## src/rtl/alu_pkg.sv

```systemverilog
// Shared ALU definitions: operation codes and the execute-stage FSM encoding.
// The ALU control block imports the same op codes, so each code is defined in one place.
package alu_pkg;

    localparam logic [3:0] ALU_AND = 4'b0000;
    localparam logic [3:0] ALU_OR  = 4'b0001;
    localparam logic [3:0] ALU_ADD = 4'b0010;
    localparam logic [3:0] ALU_SUB = 4'b0011;
    localparam logic [3:0] ALU_MUL = 4'b0111;

    typedef enum logic {
        ST_IDLE = 1'b0,
        ST_MUL  = 1'b1
    } alu_state_e;

endpackage

```

## src/rtl/mul_shift_add.sv

```systemverilog
// Iterative unsigned shift-add multiplier: one partial product per step.
// Ports:
//   clk, reset : clock, asynchronous active-high reset
//   load       : capture a (multiplicand) and b (multiplier), clear acc, arm counter to WIDTH
//   a, b       : operands
//   step       : perform one iteration (ignored once the counter reaches 0)
//   acc        : accumulator value *after* the current step (combinational), so the
//                owner can capture the finished product on the same edge as the last step
//   last       : the current step is the final one (counter == 1)
module mul_shift_add #(
    parameter int unsigned WIDTH = 32
) (
    input  logic               clk,
    input  logic               reset,
    input  logic               load,
    input  logic [WIDTH-1:0]   a,
    input  logic [WIDTH-1:0]   b,
    input  logic               step,
    output logic [2*WIDTH-1:0] acc,
    output logic               last
);

    localparam int unsigned CntW = $clog2(WIDTH + 1);
    localparam logic [CntW-1:0] CntInit = CntW'(WIDTH);

    logic [2*WIDTH-1:0] mcand_q;
    logic [WIDTH-1:0]   mplr_q;
    logic [2*WIDTH-1:0] acc_q;
    logic [CntW-1:0]    count_q;
    logic [2*WIDTH-1:0] addend;

    // Multiplicand is pre-shifted each step, so the addend is either it or zero.
    assign addend = mplr_q[0] ? mcand_q : '0;
    assign acc    = acc_q + addend;
    assign last   = (count_q == CntW'(1));

    always_ff @(posedge clk or posedge reset) begin
        if (reset) begin
            mcand_q <= '0;
            mplr_q  <= '0;
            acc_q   <= '0;
            count_q <= '0;
        end else if (load) begin
            mcand_q <= {{WIDTH{1'b0}}, a};
            mplr_q  <= b;
            acc_q   <= '0;
            count_q <= CntInit;
        end else if (step && (count_q != '0)) begin
            mcand_q <= mcand_q << 1;
            mplr_q  <= mplr_q >> 1;
            acc_q   <= acc;
            count_q <= count_q - CntW'(1);
        end
    end

endmodule

```

## src/rtl/multicycle_alu.sv

```systemverilog
// Execute-stage ALU with a start/busy/done handshake.
// AND/OR/ADD/SUB complete on the start edge; MULT runs WIDTH iterations in mul_shift_add.
// Ports:
//   clk, reset      : clock, asynchronous active-high reset
//   start           : op request, sampled only in IDLE
//   cont            : 4-bit op code from ALU control
//   a, b            : operands
//   result          : registered result (low word for MULT)
//   product_hi      : high word of the last MULT, held across other ops
//   zero            : registered result == 0
//   busy            : MULT in progress
//   done, illegal   : one-cycle registered pulses on completion / undefined op
module multicycle_alu
    import alu_pkg::*;
#(
    parameter int unsigned WIDTH = 32
) (
    input  logic             clk,
    input  logic             reset,
    input  logic             start,
    input  logic [3:0]       cont,
    input  logic [WIDTH-1:0] a,
    input  logic [WIDTH-1:0] b,
    output logic [WIDTH-1:0] result,
    output logic [WIDTH-1:0] product_hi,
    output logic             zero,
    output logic             busy,
    output logic             done,
    output logic             illegal
);

    alu_state_e         state_q, state_d;
    logic [WIDTH-1:0]   result_q, result_d;
    logic [WIDTH-1:0]   hi_q, hi_d;
    logic               zero_q, zero_d;
    logic               done_q, done_d;
    logic               illegal_q, illegal_d;

    logic               mul_load, mul_step, mul_last;
    logic [2*WIDTH-1:0] mul_acc;
    logic [WIDTH-1:0]   alu_out;

    mul_shift_add #(
        .WIDTH(WIDTH)
    ) u_mul (
        .clk   (clk),
        .reset (reset),
        .load  (mul_load),
        .a     (a),
        .b     (b),
        .step  (mul_step),
        .acc   (mul_acc),
        .last  (mul_last)
    );

    // Single-cycle datapath; all arithmetic is modulo 2^WIDTH.
    always_comb begin
        alu_out = '0;
        case (cont)
            ALU_AND: alu_out = a & b;
            ALU_OR:  alu_out = a | b;
            ALU_ADD: alu_out = a + b;
            ALU_SUB: alu_out = a + ~b + WIDTH'(1);
            default: alu_out = '0;
        endcase
    end

    always_comb begin
        state_d   = state_q;
        result_d  = result_q;
        hi_d      = hi_q;
        zero_d    = zero_q;
        done_d    = 1'b0;
        illegal_d = 1'b0;
        mul_load  = 1'b0;
        mul_step  = 1'b0;
        case (state_q)
            ST_IDLE: begin
                if (start) begin
                    case (cont)
                        ALU_AND, ALU_OR, ALU_ADD, ALU_SUB: begin
                            result_d = alu_out;
                            zero_d   = (alu_out == '0);
                            done_d   = 1'b1;
                        end
                        ALU_MUL: begin
                            mul_load = 1'b1;
                            state_d  = ST_MUL;
                        end
                        default: begin
                            result_d  = '0;
                            zero_d    = 1'b1;
                            done_d    = 1'b1;
                            illegal_d = 1'b1;
                        end
                    endcase
                end
            end
            ST_MUL: begin
                // start is deliberately ignored here; requests are not queued.
                mul_step = 1'b1;
                if (mul_last) begin
                    result_d = mul_acc[WIDTH-1:0];
                    hi_d     = mul_acc[2*WIDTH-1:WIDTH];
                    zero_d   = (mul_acc[WIDTH-1:0] == '0);
                    done_d   = 1'b1;
                    state_d  = ST_IDLE;
                end
            end
            default: state_d = ST_IDLE;
        endcase
    end

    always_ff @(posedge clk or posedge reset) begin
        if (reset) begin
            state_q   <= ST_IDLE;
            result_q  <= '0;
            hi_q      <= '0;
            zero_q    <= 1'b0;
            done_q    <= 1'b0;
            illegal_q <= 1'b0;
        end else begin
            state_q   <= state_d;
            result_q  <= result_d;
            hi_q      <= hi_d;
            zero_q    <= zero_d;
            done_q    <= done_d;
            illegal_q <= illegal_d;
        end
    end

    assign result     = result_q;
    assign product_hi = hi_q;
    assign zero       = zero_q;
    assign busy       = (state_q == ST_MUL);
    assign done       = done_q;
    assign illegal    = illegal_q;

endmodule
```

## config.mk

```make
export PLATFORM = sky130hd
export DESIGN_NAME = multicycle_alu
export DESIGN_NICKNAME = d
export VERILOG_FILES = /design/src/rtl/alu_pkg.sv /design/src/rtl/mul_shift_add.sv /design/src/rtl/multicycle_alu.sv
export SDC_FILE = /design/constraint.sdc
export NUM_CORES = 1
export LEC_CHECK = 0
export CORE_MARGIN = 2
export CORE_UTILIZATION = 50
export CTS_CLUSTER_SIZE = 30
export DETAILED_ROUTE_END_ITERATION = 7
export PLACE_DENSITY = 0.68
export SLEW_MARGIN = 0
export SYNTH_ARGS = -nofsm -noshare
export SYNTH_HDL_FRONTEND = slang
export SYNTH_SLANG_ARGS = --single-unit
```

## constraint.sdc

```tcl
create_clock -name clk -period 11.4 [get_ports clk]
set_input_delay 2.28 -clock clk [delete_from_list [all_inputs] [get_ports clk]]
set_output_delay 2.28 -clock clk [all_outputs]
set_load 0.05 [all_outputs]
```

==> impl_metrics.tcl, run 1 <==
set metrics [dict create \
    grt_pass1_vias 17140 \
    io_pins 139 \
    cts_hold_buffers 0 \
    via_count 17560 \
    routed_via_density 6.019 \
    final_nets 2669 \
    clk_latency_ps 600 \
    path_max_fanout 5 \
    syn-cell-area_um2 18580 \
    ys_ff_latch 234 \
    fin_util_pct 58.07 \
    final_common_cell "nand2_1" \
    p_seq_share_pct 30.0 \
    cp-end-kind "flop" \
    placed_area_um2 20200 \
    grt_max_degree 112 \
    most-common-layout-cells "nand2_1, dfrtp_1, o21ai_0, ha_1, nor2_1" \
    min_path_type "reg -> reg" \
    clk_pin_slew_ps 60 \
    drt-initial-drc-count 1319 \
    grt_util_all_layers_pct 30.72 \
    synth_edf_count 0 \
    drive_gt1_share_pct 4.941 \
    synth_nets 2621 \
    finalSetupTns_ps 0 \
    cts_setup_buffers 0 \
    ys_warn_count 0 \
    cap_violations 0 \
    hold_viol 0 \
    peakVddDrop_v 0.0001372 \
    gp_congestion 0.9344 \
    drv_slew 0 \
    htree_levels 1 \
    worstPathArrival_ps 6910 \
    avgSynthCellArea_um2 7.812 \
    wl_per_cell_um 20.38 \
    final.min_clock_period_ps 6421 \
    worst_pin_slew_ps 1094 \
    leakagePower_nw 10.03 \
    max_freq_mhz 155.7 \
    intPower_w 0.002472 \
    setup_viol 0 \
    power_density_nw_per_um2 212.8 \
    rsz0062_at_grt "false" \
    drcViolationCount 0 \
    antenna_found_initial 0 \
    ys_seq_area_share_pct 31.52 \
    die_y_um 196.8 \
    start_util_pct 50.75 \
    antenna_left 0 \
    worst-setup-path-type "in -> reg" \
    synthDistinctLibCells 83 \
    clock_power_share_pct 22.5 \
    cts_buffers 29 \
    num_antenna_cells 0 \
    relSlewSlack_pct 27.04 \
    numPortBuffers 138 \
    ys.flop_type "dfrtp_1" \
    power.share.combinational_pct 47.6 \
    grt-ovfl-total 0 \
    finClkSkew_ps 19.79 \
    root_buffer "clkbuf_16" \
    n_fill_cell 3381 \
    clock-sinks 234 \
    swShare_pct 45.35 \
    core_area_um2 36610 \
    cts_tree "built" \
    grt_pass1_wl_um 94910 \
    syn2layout_area_growth_pct 14.43 \
    p_switching_w 0.002052 \
    cts_resized 0 \
    start_kind "primary input" \
    die_x_um 196.8 \
    clock_path_buffers 3 \
    synthArstFlopShare_pct 100.0 \
    dp.final_hpwl_um 43820 \
    drt-total-wl_um 59440 \
    required_ps 11890 \
    dieArea_um2 38710 \
    synth_cells 2378 \
    fin_crit_sh_pct 56.32 \
    rows 70 \
    dr.pass1.iters 6 \
    stdcell_area_um2 21260 \
    status "complete, no violations" \
]
-- synth_stat cells, drive strengths merged, types with 16 or more instances --
library cell	instances	area (um2)
nand2	432	1622
dfrtp	234	5856
o21ai	173	865.8
ha	169	2115
nor2	168	630.6
a21oi	146	745.7
nand3	125	625.6
clkbuf	123	462.9
inv	112	420.4
and2	79	494.2
xnor2	57	499.2
a31oi	52	325.3
a21o	42	315.3
a22oi	35	262.8
o211ai	33	267.8
xor2	30	262.8
a211oi	26	212.7
nor3	25	130.1
nand2b	23	143.9
o21bai	20	150.1
buf	19	87.59
nor2b	18	112.6
and3	17	106.4
nand4	16	100.1
-- worst max-delay path, stage by stage --
cell and delay [ps]:
clkdlybuf4s50_1 620, inv_1 130, ha_1 330, or2_2 320, a221oi_2 360, o211ai_2 200, o211ai_2 320, a31oi_1 230
o31ai_1 480, a31oi_1 290, xnor2_1 330, nor2_1 110, o31ai_1 470, nand4_1 200, o31ai_1 220
-- per-layer routing --
layer	track usage, %	vias to the layer above	part of all wire [%]
met4	8.438	0	2.7
met5	0	-	0
met3	3.508	92	5.3
met2	50.49	551	46
met1	42.97	8488	46
li1	-	8426	-
-- final timing paths --
path                                      start                end  slack (ps)  cells past startpoint
worst max-delay path                       a[1]               zero        4980                     15
worst min-delay path             product_hi[22]     product_hi[22]         470                      2
worst max register to register  u_mul.mplr_q[0]     product_hi[24]        6360                     16
worst min register to register   product_hi[22]     product_hi[22]         470                      2
max in group asynchronous                 reset   u_mul.count_q[1]        7110                      4
min in group asynchronous                 reset  u_mul.mcand_q[33]        2210                      2
-- flip-flops by register name, summed over array words and instances, names as in the netlist --
signal	cells
busy	1
done	1
result	32
product_hi	32
u_mul.acc_q	64
u_mul.mcand_q	64
zero	1
u_mul.count_q	6
illegal	1
u_mul.mplr_q	32
-- cells by family after synthesis --
logic type | Yosys count | share of synthesized area (%)
AND/OR/NAND/NOR | 963 | 23.75
AO/OA/AOI/OAI | 648 | 22.63
buffers and inverters | 256 | 5.267
flip-flops | 234 | 31.52
adder cells (fa/ha/maj) | 172 | 11.71
XOR/XNOR | 87 | 4.102
multiplexers | 18 | 1.024
-- area by class of cell --
class	count	area (um2)	area share, %
clock buffer	38	829.5	3.902
clock inverter	16	226.5	1.065
multi-input combinational	1888	11790	55.47
inverter	114	435.4	2.048
tap	468	585.6	2.754
timing repair buffer	159	1534	7.216
sequential	234	5856	27.54
-- power groups by stage --
stage / registers [W] / logic (W) / clock network [W]
after floorplan: 0.00164 / 0.00118 / 0
final: 0.00136 / 0.00215 / 0.00102
after CTS: 0.00136 / 0.00215 / 0.00103
after global routing: 0.00139 / 0.00235 / 0.00107
after detailed placement: 0.00136 / 0.00214 / 0
after global placement: 0.00136 / 0.00211 / 0
-- stage by stage --
stage,instances,power (W),hold slack [ps],setup slack (ps)
6_report,2917,0.004524,470.4,4979
5_1_grt,2917,0.004815,498.4,4614
4_1_cts,2917,0.004537,478.0,4941
3_5_place_dp,2863,0.003499,463.3,4343
3_3_place_gp,2863,0.003461,459.3,4191
2_1_floorplan,2378,0.002816,446.3,2702
(Power assumes the default switching activity.)
==> inputs of run 2 (changes only) <==
Clock period 11.4 ns to 6.65 ns, I/O delays scaled along.
==> impl_metrics.tcl, run 2 (synthesized netlist as in run 1, its figures left out) <==
set metrics [dict create \
    status "complete, no violations" \
    worst-setup-path-type "reg -> reg" \
    core_area_um2 36610 \
    numPortBuffers 138 \
    max_freq_mhz 179.9 \
    rsz0062_at_grt "false" \
    hold_viol 0 \
    hp-start "product_hi[6]" \
    setup_viol 0 \
    final_nets 2672 \
    worst_pin_slew_ps 1189 \
    cts_buffers 29 \
    intPower_w 0.004229 \
    grt_pass1_vias 17110 \
    hold-worst-slack_ps 470.5 \
    start_kind "flop" \
    syn2layout_area_growth_pct 14.67 \
    rows 70 \
    clk_pin_slew_ps 60 \
    required_ps 7130 \
    r2r_end "product_hi[24]" \
    cts_resized 0 \
    grt_max_degree 164 \
    grt_util_all_layers_pct 31.29 \
    root_buffer "clkbuf_16" \
    grt-ovfl-total 0 \
    hold_path_end "product_hi[6]" \
    swShare_pct 45.71 \
    drive_gt1_share_pct 4.935 \
    die_x_um 196.8 \
    via_count 17740 \
    die_y_um 196.8 \
    antenna_left 0 \
    gp_congestion 0.9719 \
    clk_latency_ps 600 \
    min_path_type "reg -> reg" \
    dr.pass1.iters 7 \
    fin_util_pct 58.19 \
    most-common-layout-cells "nand2_1, dfrtp_1, o21ai_0, ha_1, nor2_1" \
    cap_violations 0 \
    dieArea_um2 38710 \
    wl_per_cell_um 20.84 \
    finalSetupTns_ps 0 \
    num_antenna_cells 0 \
    peakVddDrop_v 0.0002783 \
    relSlewSlack_pct 20.71 \
    p_switching_w 0.003561 \
    routed_via_density 6.075 \
    io_pins 139 \
    power_density_nw_per_um2 365.7 \
    final_common_cell "nand2_1" \
    cts_tree "built" \
    reg_top3 "u_mul.acc_q x64, u_mul.mcand_q x64" \
    htree_levels 1 \
    reg2reg_from "u_mul.mplr_q[0]" \
    worstPathArrival_ps 6030 \
    cp-end-kind "flop" \
    path_max_fanout 40 \
    dp.final_hpwl_um 44450 \
    power.share.combinational_pct 47.5 \
    cts_hold_buffers 0 \
    antenna_found_initial 0 \
    p_seq_share_pct 30.0 \
    r2r_cells 15 \
    drv_slew 0 \
    drt-total-wl_um 60870 \
    reg2reg_slack_ps 1090 \
    drt-initial-drc-count 1477 \
    worstHoldPathCells 2 \
    final.min_clock_period_ps 5557 \
    cts_setup_buffers 0 \
    clock_path_buffers 3 \
    leakagePower_nw 10.02 \
    finClkSkew_ps 16.00 \
    drcViolationCount 0 \
    clock-sinks 234 \
    start_util_pct 50.75 \
    clock_power_share_pct 22.5 \
    grt_pass1_wl_um 95990 \
    fin_crit_sh_pct 83.57 \
]
-- run 2: cell types whose count changed in the layout (fill, tap and decap cells not counted), sizes merged --
cell / change
clkinvlp: +7
clkinv: -4
buf: +3
clkbuf: -3
bufinv: +1
inv: -1
-- run 2: how the worst max path moves through the flow --
stage / from / end
final: u_mul.mplr_q[0] / product_hi[24]
after global routing: u_mul.mplr_q[0] / product_hi[24]
after CTS: u_mul.mplr_q[0] / product_hi[24]
after detailed placement: a[7] / zero
after global placement: a[3] / zero
after floorplan: reset / busy
-- run 2: layout make-up --
type / instances / area [um2]
Sequential cell: 234 / 5856
Clock inverter: 19 / 277.8
Multi-Input combinational cell: 1888 / 11790
Tap cell: 468 / 585.6
Timing Repair Buffer: 162 / 1594
Clock buffer: 35 / 768.2
Fill cell: 3429 / 15310
Inverter: 114 / 431.7
-- run 2: worst max-delay path, stage by stage, from the launching register on --
cell and delay, ps:
dfrtp_1 1130, and2_1 260, ha_1 230, fa_1 270, a211oi_1 120, o21ai_1 250
nand2_1 150, o31ai_1 470, a31oi_1 290, o31ai_1 670, a21oi_1 280, o211ai_1 570
a21o_1 200, a21oi_1 70, xnor2_1 190, mux2_2 290
-- run 2: per-layer routing --
metal	track usage [%]	vias to the layer above	wire length (um)
met3	4.637	107	3910
met1	43.86	8574	27500
li1	-	8448	-
met2	50.10	611	27500
met5	0	-	0
met4	9.357	0	1959
-- run 2: power groups by stage --
| stage | sequential, W | clock (W) | combinational (W) |
|---|---|---|---|
| 2_1_floorplan | 0.00281 | 0 | 0.00202 |
| 3_3_place_gp | 0.00233 | 0 | 0.00362 |
| 3_5_place_dp | 0.00235 | 0 | 0.00368 |
| 4_1_cts | 0.00233 | 0.00179 | 0.00369 |
| 5_1_grt | 0.00240 | 0.00184 | 0.00404 |
| 6_report | 0.00234 | 0.00175 | 0.00370 |
-- run 2: stage by stage --
stage               setup slack, ps  power [W]  cell area [um2]  cells
global placement               1214   0.005953            20260   2866
detailed placement             1110   0.006024            20260   2866
global route                  892.3   0.008283            21300   2920
floorplan                      2256   0.004829            18580   2378
CTS                            1233   0.007814            21300   2920
finish                         1093   0.007790            21300   2920
==> inputs of run 3 (changes only) <==
Settings changed: PLACE_DENSITY 0.68 to 0.71.
Clock period 6.65 ns to 4.5 ns, I/O delays scaled along.
==> impl_metrics.tcl, run 3 (synthesized netlist as in run 1, its figures left out) <==
set metrics [dict create \
    antenna_left 0 \
    critical_path.cell_chain "clkdlybuf4s50_1 > ha_1 > inv_1 > fa_1 > nand2b_1 > a211oi_1 > buf_4 > o211ai_2 > buf_4 > o2bb2ai_1 > nor2_1 > a311oi_2 > nor3b_1 > o211ai_1 > a22oi_1 > o21ai_0 > or4_1 > o31ai_1" \
    cts_setup_buffers 0 \
    rows 70 \
    syn2layout_area_growth_pct 23.52 \
    setup_viol 0 \
    reg2reg_from "u_mul.mplr_q[0]" \
    drv_slew 0 \
    cpMostUsedCell "buf_4" \
    io_pins 139 \
    stdcell_area_um2 22950 \
    dr.pass1.iters 6 \
    placed_area_um2 21930 \
    wl_per_cell_um 19.87 \
    root_buffer "clkbuf_16" \
    core_area_um2 36610 \
    numPortBuffers 138 \
    die_y_um 196.8 \
    use_met2_pct 51.03 \
    most-common-layout-cells "nand2_1, buf_4, dfrtp_1" \
    grt_max_degree 161 \
    dieArea_um2 38710 \
    fin_util_pct 62.68 \
    path_max_fanout 4 \
    start_util_pct 50.75 \
    place_inst 3087 \
    via_count 18600 \
    clk_pin_slew_ps 60 \
    rsz0062_at_grt "true" \
    busiest_layer "met2" \
    drive_gt1_share_pct 12.97 \
    path_buf_inv 4 \
    clock-sinks 234 \
    min_path_type "reg -> reg" \
    htree_levels 1 \
    final.min_clock_period_ps 4365 \
    clock_path_buffers 3 \
    fin_cells 3136 \
    worst_path_largest_cell_delay_ps 510 \
    leakagePower_nw 11.11 \
    use_met3_pct 5.253 \
    num_antenna_cells 0 \
    max_freq_mhz 229.1 \
    hold_path_end "product_hi[0]" \
    cap_violations 0 \
    cts_buffers 27 \
    gp_congestion 0.9600 \
    worst-setup-path-type "in -> reg" \
    peakVddDrop_v 0.0003715 \
    required_ps 4980 \
    cp_num_cells 18 \
    drt-initial-drc-count 1489 \
    worst_pin_slew_ps 1068 \
    final_nets 2891 \
    grt_util_all_layers_pct 31.93 \
    clk_latency_ps 590 \
    hold_viol 0 \
    finClkSkew_ps 22.37 \
    die_x_um 196.8 \
    routed_via_density 5.930 \
    grt_pass1_wl_um 98330 \
    reg2reg_slack_ps 250 \
    fin_crit_sh_pct 96.99 \
    cts_hold_buffers 0 \
    final_common_cell "nand2_1" \
    dp.final_hpwl_um 47040 \
    power_w 0.01166 \
    worstPathArrival_ps 4850 \
    power_density_nw_per_um2 508.1 \
    r2r_cells 15 \
    grt-ovfl-total 0 \
    r2r_end "product_hi[29]" \
    cp_slowest_cell "clkdlybuf4s50_1" \
    grt_pass1_vias 18090 \
    drt-total-wl_um 62300 \
    hp-start "product_hi[0]" \
    drcViolationCount 0 \
    cts_tree "built" \
    reg_top3 "u_mul.acc_q x64, u_mul.mcand_q x64" \
    start_kind "primary input" \
    antenna_found_initial 0 \
    grtUsageMet1_pct 44.21 \
    cp-end-kind "flop" \
    status "complete, no violations" \
    relSlewSlack_pct 28.56 \
    crit_family "compound AO/OA/AOI/OAI gates" \
    worstHoldPathCells 2 \
]
[run 3: area by class of cell]
cell class              count  area, um2
clock buffers              31      700.7
clock inverters            18      262.8
fillers                  3227      13660
inverters                 114      431.7
multi-input cells        1888      11840
flip-flops and latches    234       5856
well taps                 468      585.6
repair buffers            383       3269
[run 3: per-stage QoR]
step           TNS (ps)  setup WS, ps  hold slack, ps
3_5_place_dp      -3316        -481.1           456.7
2_1_floorplan         0         536.1           446.3
5_1_grt          -168.5        -168.5           497.8
6_report              0         135.3           469.9
3_3_place_gp      -2553        -465.4           457.3
4_1_cts               0         99.18           476.0
[run 3: worst max-delay path by stage]
stage | from | endpoint | slack (ps)
global placement | b[1] | zero | -470
detailed placement | b[0] | zero | -480
global route | a[0] | zero | -170
floorplan | reset | busy | 540
finish | b[0] | zero | 140
CTS | u_mul.mplr_q[0] | zero | 100
[run 3: repair_timing]
action	CTS	global route
resized for setup	1	11
endpoints found under the hold margin	0	0
gates cloned	0	0
endpoints found under the setup margin	3	28
[run 3: metal layers]
metal | vias to the layer above | wire (um)
met1 | 8948 | 28090
met2 | 630 | 27890
li1 | 8881 | -
met5 | - | 0
met3 | 138 | 4110
met4 | 0 | 2209
[run 3: power by group]
part / internal (W) / switching, W
clock network: 0.00147 / 0.000965
registers: 0.00291 / 0.000533
logic: 0.00201 / 0.00378
total: 0.00638 / 0.00528
[run 3: worst min-delay path, cell delays in order, from the launching register on]
cell     delay, ps
dfrtp_1        340
nand2_1         50
nand2_1         50
